<file path="src/rtl/column_fill_tracker.sv">
// Per-column fill counters plus a cell occupancy/owner map for a drop-token board.
// Locks after the board fills or freeze is seen; only reset returns it to play.
module column_fill_tracker #(
  parameter int unsigned NUM_COLS = 8,
  parameter int unsigned NUM_ROWS = 6,
  parameter int unsigned CNT_W    = 3
) (
  input  logic                         clk,
  input  logic                         reset,
  input  logic [3:0]                   column,
  input  logic                         player,
  input  logic                         freeze,
  output logic [NUM_COLS*CNT_W-1:0]    counters,
  output logic [NUM_COLS*NUM_ROWS-1:0] cell_occ,
  output logic [NUM_COLS*NUM_ROWS-1:0] cell_own,
  output logic                         drop_done,
  output logic                         drop_reject,
  output logic [3:0]                   last_col,
  output logic [CNT_W-1:0]             last_row,
  output logic                         board_full
);

  localparam int unsigned COL_W  = 4;
  localparam int unsigned IDX_W  = (NUM_COLS > 1) ? $clog2(NUM_COLS) : 1;
  localparam int unsigned CELLS  = NUM_COLS * NUM_ROWS;
  localparam int unsigned CELL_W = (CELLS > 1) ? $clog2(CELLS) : 1;

  typedef enum logic {
    PLAY   = 1'b0,
    LOCKED = 1'b1
  } state_t;

  state_t               state;
  state_t               state_next;
  logic [CNT_W-1:0]     cnt_q    [NUM_COLS];
  logic [CNT_W-1:0]     cnt_next [NUM_COLS];
  logic                 col_valid;
  logic                 accept;
  logic                 reject;
  logic                 full_next;
  logic [IDX_W-1:0]     col_idx;
  logic [CNT_W-1:0]     row_sel;
  logic [CELL_W-1:0]    cell_idx;

  // State register
  always_ff @(posedge clk or negedge reset) begin
    if (!reset) begin
      state <= PLAY;
    end else begin
      state <= state_next;
    end
  end

  // Request evaluation, next counters and next state
  always_comb begin
    col_idx    = IDX_W'(column - COL_W'(1));
    col_valid  = (column != '0) && (32'(column) <= NUM_COLS);
    row_sel    = cnt_q[col_idx];
    accept     = (state == PLAY) && !freeze && col_valid && (row_sel < CNT_W'(NUM_ROWS));
    reject     = (column != '0) && !accept;
    cell_idx   = CELL_W'(col_idx) * CELL_W'(NUM_ROWS) + CELL_W'(row_sel);
    full_next  = 1'b1;
    state_next = state;
    for (int i = 0; i < int'(NUM_COLS); i++) begin
      cnt_next[i] = cnt_q[i] + CNT_W'(accept && (col_idx == IDX_W'(i)));
      if (cnt_next[i] != CNT_W'(NUM_ROWS)) begin
        full_next = 1'b0;
      end
    end
    if ((state == PLAY) && (freeze || full_next)) begin
      state_next = LOCKED;
    end
  end

  // Board contents, pulses and status
  always_ff @(posedge clk or negedge reset) begin
    if (!reset) begin
      for (int i = 0; i < int'(NUM_COLS); i++) begin
        cnt_q[i] <= '0;
      end
      cell_occ    <= '0;
      cell_own    <= '0;
      drop_done   <= 1'b0;
      drop_reject <= 1'b0;
      last_col    <= '0;
      last_row    <= '0;
      board_full  <= 1'b0;
    end else begin
      for (int i = 0; i < int'(NUM_COLS); i++) begin
        cnt_q[i] <= cnt_next[i];
      end
      drop_done   <= accept;
      drop_reject <= reject;
      board_full  <= full_next;
      if (accept) begin
        cell_occ[cell_idx] <= 1'b1;
        cell_own[cell_idx] <= player;
        last_col           <= column;
        last_row           <= row_sel;
      end
    end
  end

  // Flatten counters onto the published bus
  for (genvar g = 0; g < int'(NUM_COLS); g++) begin : g_pack
    assign counters[g*CNT_W +: CNT_W] = cnt_q[g];
  end

endmodule

</file>
<file path="config.mk">
export PLATFORM = sky130hd
export DESIGN_NAME = column_fill_tracker
export DESIGN_NICKNAME = d
export VERILOG_FILES = /design/src/rtl/column_fill_tracker.sv
export SDC_FILE = /design/constraint.sdc
export NUM_CORES = 1
export LEC_CHECK = 0
export CAP_MARGIN = 15
export CORE_ASPECT_RATIO = 1.4
export CORE_MARGIN = 8
export CORE_UTILIZATION = 35
export DETAILED_ROUTE_END_ITERATION = 7
export HOLD_SLACK_MARGIN = 0.08
export PLACE_DENSITY_LB_ADDON = 0.2
export SLEW_MARGIN = 20
export SYNTH_ARGS = -nofsm -noshare
export SYNTH_HDL_FRONTEND = slang
export SYNTH_SLANG_ARGS = --single-unit
</file>
<file path="constraint.sdc">
create_clock -name clk -period 5.1 [get_ports clk]
set_input_delay 1.02 -clock clk [delete_from_list [all_inputs] [get_ports clk]]
set_output_delay 1.02 -clock clk [all_outputs]
set_load 0.005 [all_outputs]
</file>
==> results_dict.tcl <==
set metrics [dict create \
    rsz0062_at_grt "no" \
    synth_top_area_cell "dfrtp_1" \
    grt_pass1_vias 4236 \
    synth_top_family_by_area "multiplexers" \
    worst_pin_slew_ns 1.008 \
    syn_nets 451 \
    synth_area_sq_um 5604 \
    drc 0 \
    p_leak_nw 3.893 \
    cp-end-kind "register" \
    async_flop_share_pct 100.0 \
    antenna_found_initial 0 \
    pin_count 138 \
    yosysMostFrequentCell "dfrtp_1" \
    numCtsBuffers 17 \
    num_rows 54 \
    cp_slowest_stage_delay_ns 0.48 \
    die_x_um 122.9 \
    fmax_mhz 217.4 \
    synth_ff_type "dfrtp_1" \
    cp-start-kind "primary input" \
    routed_wirelength_um 15170 \
    synth_area_leaders "dfrtp_1 58%, mux2_2 10%, ha_1 5.8%" \
    die_y_um 165.7 \
    yosysWarningCount 0 \
    synth_edf_count 0 \
    gp_congestion 0.8352 \
    dpl.hpwl_um 11530 \
    nFillCells 1394 \
    cts_tree "done" \
    crit_top_cell "ha_1" \
    clk_pin_slew_ns 0.06 \
    routedWlPerCell_um 19.48 \
    drt_iter0_markers 160 \
    synthXorXnorAreaFrac_pct 1.875 \
    finalSetupTns_ns 0 \
    post_drt_via_cell_ratio 4.976 \
    cts_resized 0 \
    power_w 0.002576 \
    period_needed_ns 4.600 \
    grt_overflow_total 0 \
    syn_avg_cell_area_sq_um 13.50 \
    p_per_area_nw_per_um2 326.7 \
    setup_viol 0 \
    cp_slowest_cell "clkdlybuf4s50_1" \
    crit_required_ns 5.39 \
    syn_to_final_growth_pct 40.70 \
    cts_sinks 131 \
    cts_setup_buffers 0 \
    n_antenna_cell 0 \
    yosysSeqAreaShare_pct 58.50 \
    grt_pass1_wl_um 24270 \
    critical_path_class "in2reg" \
    grt_max_degree 51 \
    synth_top_area_share_pct 58.50 \
    hold_buffers 0 \
    worstPathCellList "clkdlybuf4s50_1, inv_1, ha_1, ha_1, mux4_1, mux2i_4, inv_2, ha_1, a21o_1, nor3_1, o211ai_1, a211oi_1, mux2_1" \
    irDropWorstVdd_mv 0.1657 \
    final_nets 606 \
    drive_above_1_share_pct 26.59 \
    cp_max_fo 8 \
    h-tree-depth 4 \
    port_buffers 137 \
    clock_skew_ns 0.007875 \
    clockBufferDepth 2 \
    synthSimpleGateAreaFrac_pct 12.37 \
    synth_compound_area_share_pct 4.398 \
    root_buffer "clkbuf_16" \
    drv_slew 0 \
    synth_fa_ha_area_share_pct 6.519 \
    start_util_pct 35.91 \
    core-area_sq_um 15610 \
    gr-usage-all-layers_pct 15.56 \
    cap_violations 0 \
    clk_latency_ns 0.41 \
    die_area_sq_um 20370 \
    status "complete, no violations" \
    synthCells 415 \
    synthTopCellsByCount "131 x dfrtp_1, 51 x mux2_2, 49 x or2_2" \
    cp.arrival_ns 4.89 \
    yosysUniqueCellTypes 41 \
    min_period_over_period_pct 90.20 \
    final_hold_viol_count 0 \
    firstDrtPassIters 4 \
    via_count 3876 \
    final_antenna_net_count 0 \
    ys_ff_latch 131 \
    hp-class "reg2reg" \
    synthMuxAreaShare_pct 14.11 \
    relSlewSlack_pct 32.57 \
]
[registers in the layout, indices dropped and copies added, names as in the netlist]
name,count
cell_occ,48
cell_own,48
counters,24
last_col,4
last_row,3
board_full,1
drop_done,1
drop_reject,1
state,1
[where the power goes]
part	switching, W	internal, W
Clock	0.000473	0.000841
Sequential	0.0000121	0.00106
Combinational	0.000114	0.0000775
Total	0.000600	0.00198
[metal layers]
| layer | global-route usage [%] | part of all wire, % | vias to the layer above |
|---|---|---|---|
| met5 | 0 | 0 | - |
| met4 | 5.319 | 1.2 | 0 |
| met3 | 5.342 | 8.5 | 14 |
| met2 | 26.30 | 51 | 125 |
| met1 | 17.69 | 39 | 1942 |
| li1 | - | - | 1795 |
[final timing paths]
check                               end  cells after the start  slack, ns         start
min                        cell_occ[35]                      1       0.47  cell_occ[35]
min in group asynchronous  cell_own[14]                      1       0.57         reset
min reg2reg                cell_occ[35]                      1       0.47  cell_occ[35]
max reg2reg                 cell_own[4]                      9       1.67  counters[14]
max                         cell_own[4]                     13       0.50     column[0]
max in group asynchronous  cell_own[43]                      2       3.50         reset
[cell usage in the layout (no fill, tap or decap), types with 15 or more instances in the layout]
cell type,instances
ha_1,26
clkdlybuf4s50_1,136
or2_2,49
buf_4,16
nor3_1,34
mux2_2,51
clkbuf_16,17
dfrtp_1,131
a211oi_1,15
[critical path: cells and delay by family]
| family | cells | cell delay, ns |
|---|---|---|
| compound gates | 3 | 1.05 |
| mux | 3 | 0.98 |
| fa+ha+maj | 3 | 0.93 |
| buf+inv | 3 | 0.65 |
| simple gates | 1 | 0.26 |
[cells by family (layout without fill, tap and decap cells)]
group                      count (synthesis)  count (layout)
DFF                                      131             131
and+or+nand+nor                          123             123
muxes                                     62              62
AOI/OAI and AO/OA                         33              33
adders and majority gates                 28              28
buffers and inverters                     26             194
xor gates and xnor gates                  12              12
[area by class of cell]
cell class              count  area (sq um)  share of cell area [%]
clock inverters            13         195.2                   2.475
flip-flops and latches    131          3278                   41.57
repair buffers            152          1481                   18.79
multi-input cells         258          2205                   27.96
clock buffers              19         442.9                   5.617
inverters                  10         37.54                  0.4760
well taps                 196         245.2                   3.110
[stage by stage]
stage	setup slack [ns]	utilization, %	cell area (sq um)	hold WS, ns	std cells
6_report	0.4998	50.52	7885	0.4686	779
3_3_place_gp	0.1254	46.43	7247	0.4533	747
2_1_floorplan	0.5641	-	5604	0.4650	415
3_5_place_dp	0.08352	46.43	7247	0.4578	747
5_1_grt	0.2408	50.52	7885	0.4760	779
4_1_cts	0.5188	50.52	7885	0.4706	779
No activity file was read; power rests on OpenSTA's default activity.
